### config.mk
export PLATFORM = sky130hd
export DESIGN_NAME = divider_arbiter
export DESIGN_NICKNAME = d
export VERILOG_FILES = /design/src/rtl/divider_arbiter.sv
export SDC_FILE = /design/constraint.sdc
export NUM_CORES = 1
export LEC_CHECK = 0
export ABC_AREA = 1
export ABC_CLOCK_PERIOD_IN_PS = 9690
export BUFFER_PORTS_ARGS = -buffer_cell sky130_fd_sc_hd__buf_2
export CORE_AREA = 10 10 174 176
export DETAILED_ROUTE_END_ITERATION = 10
export DIE_AREA = 0 0 184 186
export PLACE_DENSITY = 0.85
export SETUP_SLACK_MARGIN = 0.2
export SYNTH_ARGS = -nofsm -noshare
export SYNTH_HDL_FRONTEND = slang
export SYNTH_SLANG_ARGS = --single-unit
### constraint.sdc
create_clock -name clk_in -period 9.69 [get_ports clk_in]
set_input_delay 0.4845 -clock clk_in [delete_from_list [all_inputs] [get_ports clk_in]]
set_output_delay 0.4845 -clock clk_in [all_outputs]
set_load 0.02 [all_outputs]
### src/rtl/divider_arbiter.sv
// Round-robin arbiter sharing one sequential divider between NUM_REQ requesters.
// Operands are latched on grant; zero divisors bypass the divider; WAIT is timeout-guarded.
module divider_arbiter #(
  parameter int NUM_REQ = 4,
  parameter int WIDTH   = 32,
  parameter int TIMEOUT = 64
) (
  input  logic                     clk_in,
  input  logic                     rst_in,
  input  logic [NUM_REQ-1:0]       req_valid_in,
  input  logic [NUM_REQ*WIDTH-1:0] dividend_in,
  input  logic [NUM_REQ*WIDTH-1:0] divisor_in,
  output logic [NUM_REQ-1:0]       req_ready_out,
  output logic [NUM_REQ-1:0]       result_valid_out,
  output logic [WIDTH-1:0]         quotient_out,
  output logic [WIDTH-1:0]         remainder_out,
  output logic                     error_out,
  output logic                     busy_out,
  output logic [WIDTH-1:0]         div_dividend_out,
  output logic [WIDTH-1:0]         div_divisor_out,
  output logic                     div_start_out,
  input  logic [WIDTH-1:0]         div_quotient_in,
  input  logic [WIDTH-1:0]         div_remainder_in,
  input  logic                     div_valid_in,
  input  logic                     div_error_in,
  input  logic                     div_busy_in
);

  localparam int IDX_W = $clog2(NUM_REQ);
  localparam int TMR_W = $clog2(TIMEOUT);
  localparam int unsigned NREQ_U = NUM_REQ;

  typedef enum logic [1:0] {
    ST_IDLE,
    ST_ISSUE,
    ST_WAIT,
    ST_RESPOND
  } state_t;

  state_t             state_q, state_d;
  logic [IDX_W-1:0]   rr_q, rr_d;
  logic [IDX_W-1:0]   grant_q, grant_d;
  logic [WIDTH-1:0]   dividend_q, dividend_d;
  logic [WIDTH-1:0]   divisor_q, divisor_d;
  logic [WIDTH-1:0]   quotient_q, quotient_d;
  logic [WIDTH-1:0]   remainder_q, remainder_d;
  logic               error_q, error_d;
  logic [TMR_W-1:0]   timer_q, timer_d;

  logic               grant_found;
  logic [IDX_W-1:0]   grant_idx;
  logic [WIDTH-1:0]   sel_dividend;
  logic [WIDTH-1:0]   sel_divisor;
  logic               grant_ok;
  int unsigned        cand;

  // First requester at or after the rr pointer, wrapping at NUM_REQ.
  always_comb begin
    grant_found  = 1'b0;
    grant_idx    = '0;
    sel_dividend = '0;
    sel_divisor  = '0;
    cand         = 0;
    for (int unsigned i = 0; i < NREQ_U; i++) begin
      cand = 32'(rr_q) + i;
      if (cand >= NREQ_U) cand = cand - NREQ_U;
      if (!grant_found && req_valid_in[cand]) begin
        grant_found  = 1'b1;
        grant_idx    = cand[IDX_W-1:0];
        sel_dividend = dividend_in[cand*WIDTH +: WIDTH];
        sel_divisor  = divisor_in[cand*WIDTH +: WIDTH];
      end
    end
  end

  assign grant_ok = (state_q == ST_IDLE) && grant_found && !div_busy_in;

  always_comb begin
    state_d     = state_q;
    rr_d        = rr_q;
    grant_d     = grant_q;
    dividend_d  = dividend_q;
    divisor_d   = divisor_q;
    quotient_d  = quotient_q;
    remainder_d = remainder_q;
    error_d     = error_q;
    timer_d     = timer_q;
    unique case (state_q)
      ST_IDLE: begin
        if (grant_ok) begin
          grant_d    = grant_idx;
          dividend_d = sel_dividend;
          divisor_d  = sel_divisor;
          if (sel_divisor == '0) begin
            quotient_d  = '0;
            remainder_d = '0;
            error_d     = 1'b1;
            state_d     = ST_RESPOND;
          end else begin
            state_d = ST_ISSUE;
          end
        end
      end
      ST_ISSUE: begin
        timer_d = '0;
        state_d = ST_WAIT;
      end
      ST_WAIT: begin
        timer_d = timer_q + 1'b1;
        // A valid response takes priority over a simultaneous error.
        if (div_valid_in) begin
          quotient_d  = div_quotient_in;
          remainder_d = div_remainder_in;
          error_d     = div_error_in;
          state_d     = ST_RESPOND;
        end else if (div_error_in || timer_q == TMR_W'(TIMEOUT - 1)) begin
          quotient_d  = '0;
          remainder_d = '0;
          error_d     = 1'b1;
          state_d     = ST_RESPOND;
        end
      end
      ST_RESPOND: begin
        rr_d    = (grant_q == IDX_W'(NUM_REQ - 1)) ? '0 : grant_q + 1'b1;
        state_d = ST_IDLE;
      end
      default: state_d = ST_IDLE;
    endcase
  end

  always_ff @(posedge clk_in or posedge rst_in) begin
    if (rst_in) begin
      state_q     <= ST_IDLE;
      rr_q        <= '0;
      grant_q     <= '0;
      dividend_q  <= '0;
      divisor_q   <= '0;
      quotient_q  <= '0;
      remainder_q <= '0;
      error_q     <= 1'b0;
      timer_q     <= '0;
    end else begin
      state_q     <= state_d;
      rr_q        <= rr_d;
      grant_q     <= grant_d;
      dividend_q  <= dividend_d;
      divisor_q   <= divisor_d;
      quotient_q  <= quotient_d;
      remainder_q <= remainder_d;
      error_q     <= error_d;
      timer_q     <= timer_d;
    end
  end

  // Ready is combinational, so it is gated by reset to keep all outputs low while held.
  assign req_ready_out    = (grant_ok && !rst_in) ? (NUM_REQ'(1) << grant_idx) : '0;
  assign result_valid_out = (state_q == ST_RESPOND) ? (NUM_REQ'(1) << grant_q) : '0;
  assign quotient_out     = quotient_q;
  assign remainder_out    = remainder_q;
  assign error_out        = error_q;
  assign busy_out         = (state_q != ST_IDLE);
  assign div_dividend_out = dividend_q;
  assign div_divisor_out  = divisor_q;
  assign div_start_out    = (state_q == ST_ISSUE);

endmodule

==> metrics.txt <==
# TYPE chip_impl_metric gauge
chip_impl_info{name="worstReg2RegEnd",value="quotient_out[25]$_DFFE_PP0P_"} 1
chip_impl_metric{name="detailed_route_vias_per_instance",unit=""} 5.74
chip_impl_metric{name="power.share.sequential",unit="%"} 17.6
chip_impl_metric{name="mappedNetlistArea",unit="sq um"} 14200
chip_impl_metric{name="switching_share",unit="%"} 60.1
chip_impl_metric{name="route.detailed.drc",unit=""} 0
chip_impl_metric{name="pre_antenna_drt_iters",unit=""} 6
chip_impl_metric{name="path_clk_slew",unit="ns"} 0.08
chip_impl_metric{name="slew-limit-headroom",unit="%"} 7.33
chip_impl_info{name="path_class",value="flip-flop to flip-flop"} 1
chip_impl_metric{name="p_total",unit="mW"} 6.47
chip_impl_metric{name="pwr-share-comb",unit="%"} 72.2
chip_impl_metric{name="htree_levels",unit=""} 4
chip_impl_metric{name="synth_fa_ha_area_share",unit="%"} 1.33
chip_impl_metric{name="fin_crit",unit="ns"} 7.81
chip_impl_info{name="critPathCaptureType",value="flip-flop"} 1
chip_impl_metric{name="drt-initial-drc-count",unit=""} 2109
chip_impl_info{name="clock-root-buffer",value="clkbuf_16"} 1
chip_impl_metric{name="grt_usage",unit="%"} 31.2
chip_impl_metric{name="avgSynthCellArea",unit="sq um"} 5.75
chip_impl_metric{name="synthSimpleGateAreaFrac",unit="%"} 39.6
chip_impl_metric{name="maxClockFrequency",unit="GHz"} 0.128
chip_impl_metric{name="clockPowerShare",unit="%"} 10.2
chip_impl_info{name="mostFrequentLayoutCells",value="850 x nand2_1, 467 x buf_2, 272 x o21ai_0"} 1
chip_impl_metric{name="finalClockSkew",unit="ns"} 0.0200
chip_impl_info{name="crit_start",value="rr_q[0]$_DFFE_PP0P_"} 1
chip_impl_metric{name="routed-via-count",unit=""} 18000
chip_impl_info{name="most_common_library_cell_in_the_layout_ignoring_fill_and_taps",value="nand2_1"} 1
chip_impl_info{name="combinational_family_with_the_most_area_after_synthesis",value="simple AND/OR/NAND/NOR gates"} 1
chip_impl_metric{name="final_max_slew_viol_count",unit=""} 0
chip_impl_metric{name="synthXorXnorAreaFrac",unit="%"} 0.0619
chip_impl_metric{name="die_h",unit="um"} 186
chip_impl_metric{name="grt_overflow",unit=""} 0
chip_impl_metric{name="floorplan.die.width",unit="um"} 184
chip_impl_info{name="synth_top_cell_by_area",value="dfrtp_1"} 1
chip_impl_metric{name="r2r_slack",unit="ns"} 1.88
chip_impl_info{name="yosys-top-cells-area",value="dfrtp_1 25%, nand2_1 23%, o21ai_0 9.6%, nand3_1 8.0%, inv_1 6.5%"} 1
chip_impl_metric{name="cts.path.max_buffers",unit=""} 2
chip_impl_metric{name="cts_num_sinks",unit=""} 141
chip_impl_metric{name="critical_path_arrival",unit="ns"} 8.16
chip_impl_metric{name="post-synth-top-area-fraction",unit="%"} 24.9
chip_impl_metric{name="gp_congestion",unit=""} 0.935
chip_impl_metric{name="synth_fp_nets",unit=""} 2806
chip_impl_metric{name="vdd_ir_drop_max",unit="V"} 0.000227
chip_impl_metric{name="synth_edf_count",unit=""} 0
chip_impl_metric{name="pin_count",unit=""} 468
chip_impl_info{name="min_path_type",value="input port to async pin"} 1
chip_impl_metric{name="post-route-cell-area",unit="sq um"} 16800
chip_impl_metric{name="finalHoldViolCount",unit=""} 0
chip_impl_metric{name="finish.net_count",unit=""} 3117
chip_impl_metric{name="grt_max_degree",unit=""} 133
chip_impl_metric{name="tritoncts.num_buffers",unit=""} 17
chip_impl_metric{name="p_int",unit="mW"} 2.58
chip_impl_metric{name="setup_total_negative_slack",unit="ns"} 0
chip_impl_metric{name="min_period_over_period",unit="%"} 80.6
chip_impl_metric{name="setup_viol",unit=""} 0
chip_impl_info{name="cts_tree",value="built"} 1
chip_impl_metric{name="layout-area-overhead-vs-synth",unit="%"} 18.7
chip_impl_metric{name="highest_net_fanout_along_the_worst_path",unit=""} 116
chip_impl_metric{name="global_route_wire_length_before_repair",unit="mm"} 87.1
chip_impl_info{name="grt_setup_unrepaired",value="no"} 1
chip_impl_metric{name="power.switching",unit="mW"} 3.88
chip_impl_metric{name="max_cap_violations",unit=""} 0
chip_impl_metric{name="timing.reg2reg.worst_path_depth",unit=""} 21
chip_impl_metric{name="drt.antenna.violating_nets",unit=""} 0
chip_impl_metric{name="place.detailed.hpwl",unit="mm"} 41.5
chip_impl_metric{name="post_cts.resized_instances",unit=""} 0
chip_impl_metric{name="cell_count_after_synthesis",unit=""} 2462
chip_impl_metric{name="synth_warnings",unit=""} 0
chip_impl_metric{name="yosys_register_bits",unit=""} 141
chip_impl_info{name="synth-main-ff-cell",value="dfrtp_1"} 1
chip_impl_metric{name="hold_slack",unit="ns"} 0.191
chip_impl_metric{name="clock_latency",unit="ns"} 0.43
chip_impl_metric{name="postCtsSetupBuffers",unit=""} 0
chip_impl_info{name="run_status",value="finished clean"} 1
chip_impl_metric{name="synth_compound_gate_area_share",unit="%"} 19.1
chip_impl_metric{name="drive_gt1_share",unit="%"} 19.7
chip_impl_metric{name="synth_cell_type_count",unit=""} 38
chip_impl_metric{name="powerDensity",unit="nW/um^2"} 385
chip_impl_metric{name="wl",unit="mm"} 56.8
chip_impl_metric{name="filler_cell_count",unit=""} 2541
chip_impl_metric{name="cp.required",unit="ns"} 10.04
chip_impl_metric{name="antenna_violations_before_repair",unit=""} 5
chip_impl_metric{name="synth_mux_area_share",unit="%"} 1.91
chip_impl_metric{name="placedInstanceArea",unit="sq um"} 16200
chip_impl_metric{name="grt_pass1_vias",unit=""} 17100
chip_impl_metric{name="postCtsHoldBufs",unit=""} 0
chip_impl_metric{name="floorplan.die_area",unit="sq um"} 34200
chip_impl_metric{name="floorplan.core_area",unit="sq um"} 26700
chip_impl_metric{name="rows",unit=""} 60
chip_impl_metric{name="wl_per_cell",unit="um"} 18.1
chip_impl_info{name="timing.rr.start",value="rr_q[0]$_DFFE_PP0P_"} 1
chip_impl_metric{name="tightest_slew",unit="ns"} 1.39
chip_impl_info{name="crit_path_start_kind",value="flip-flop"} 1
chip_impl_metric{name="synth_seq_area_share",unit="%"} 24.9
chip_impl_metric{name="synthArstFlopShare",unit="%"} 100
chip_impl_metric{name="leakage_dissipation",unit="nW"} 9.46
chip_impl_metric{name="initial_core_util",unit="%"} 53.0
chip_impl_metric{name="place.port_buffers",unit=""} 467
[critical path, stage by stage (launching register included)]
cell and delay [ns]:
dfrtp_4 1.15, inv_4 0.55, ha_4 0.77, buf_4 0.66
inv_4 0.28, nand3_1 0.19, nand2_2 0.49, nor2_4 0.85
buf_4 0.46, nand3_1 0.13, nand3_1 0.10, nor2_1 0.06
nand2_1 0.10, nor2_1 0.05, nand2_1 0.07, nor2_1 0.05
nand2_1 0.07, nand2_2 0.04, buf_4 0.31, nand2_2 0.96
nand2_1 0.16, nand2_1 0.10
[sequential cells by signal, summed over array words and instances, names as in the netlist]
| register | count |
|---|---|
| error_out | 1 |
| div_dividend_out | 32 |
| rr_q | 2 |
| div_divisor_out | 32 |
| remainder_out | 32 |
| grant_q | 2 |
| state_q | 2 |
| quotient_out | 32 |
| timer_q | 6 |
[through the flow]
| stage | std cells | utilization, % | setup WS [ns] |
|---|---|---|---|
| floorplan | 2462 | - | 4.71 |
| global placement | 3095 | 60.6 | 2.41 |
| detailed placement | 3095 | 60.6 | 2.16 |
| CTS | 3127 | 62.8 | 2.14 |
| global route | 3128 | 62.8 | 1.33 |
| finish | 3128 | 62.8 | 1.88 |
[cells in the mapped netlist, types with 7 or more instances]
library cell	count
o31ai_1	10
nor3_1	7
o21ai_0	272
buf_2	50
o21ai_1	15
dfrtp_1	141
a31oi_1	10
mux2i_1	27
ha_1	15
clkbuf_1	107
nand4_1	32
a32oi_1	16
o211ai_1	55
buf_1	17
buf_6	14
nand2_1	853
nor2_1	230
a41oi_1	22
nand3_1	227
or2_2	12
o22ai_1	32
inv_1	244
a21oi_1	25
[power groups by stage]
stage | Combinational [mW] | Sequential [mW] | Clock (mW)
2_1_floorplan | 3.17 | 1.34 | 0
3_3_place_gp | 4.43 | 1.13 | 0
3_5_place_dp | 4.55 | 1.13 | 0
4_1_cts | 4.56 | 1.13 | 0.664
5_1_grt | 5.15 | 1.17 | 0.688
6_report | 4.67 | 1.14 | 0.660
[layer usage]
metal / part of all wire (%) / GRT usage (%) / routed length, um / up-vias
met4: 4.5 / 15.4 / 2560 / 4
met2: 47 / 52.2 / 26700 / 1130
li1: - / - / - / 8616
met1: 37 / 36.3 / 21000 / 8008
met3: 11 / 8.48 / 6490 / 196
met5: 0.060 / 0 / 34 / -
[cell type report]
| cell class | instances | area, sq um | share of cell area, % |
|---|---|---|---|
| Multi-Input combinational cell | 1880 | 8820 | 52.5 |
| Sequential cell | 141 | 3540 | 21.1 |
| Timing Repair Buffer | 485 | 2470 | 14.7 |
| Inverter | 248 | 943 | 5.62 |
| Tap cell | 341 | 427 | 2.54 |
| Clock buffer | 17 | 425 | 2.53 |
| Clock inverter | 15 | 166 | 0.991 |
| Antenna cell | 1 | 2.50 | 0.0149 |
[worst max-delay path by stage]
stage                                   endpoint  depth (start not counted)
finish              quotient_out[25]$_DFFE_PP0P_                         21
global route         quotient_out[5]$_DFFE_PP0P_                         21
CTS                 remainder_out[2]$_DFFE_PP0P_                         21
detailed placement  remainder_out[2]$_DFFE_PP0P_                         21
global placement    quotient_out[11]$_DFFE_PP0P_                         21
floorplan                       req_ready_out[0]                          3
[logic make-up (layout without fill, tap and decap cells)]
family	Yosys count	after routing
AO/OA/AOI/OAI	464	464
multiplexers	27	27
XOR/XNOR	1	1
buffers and inverters	441	765
AND/OR/NAND/NOR	1373	1373
other	0	1
flip-flops	141	141
adder cells (fa/ha/maj)	15	15
Power figures use the tool's default switching activity.
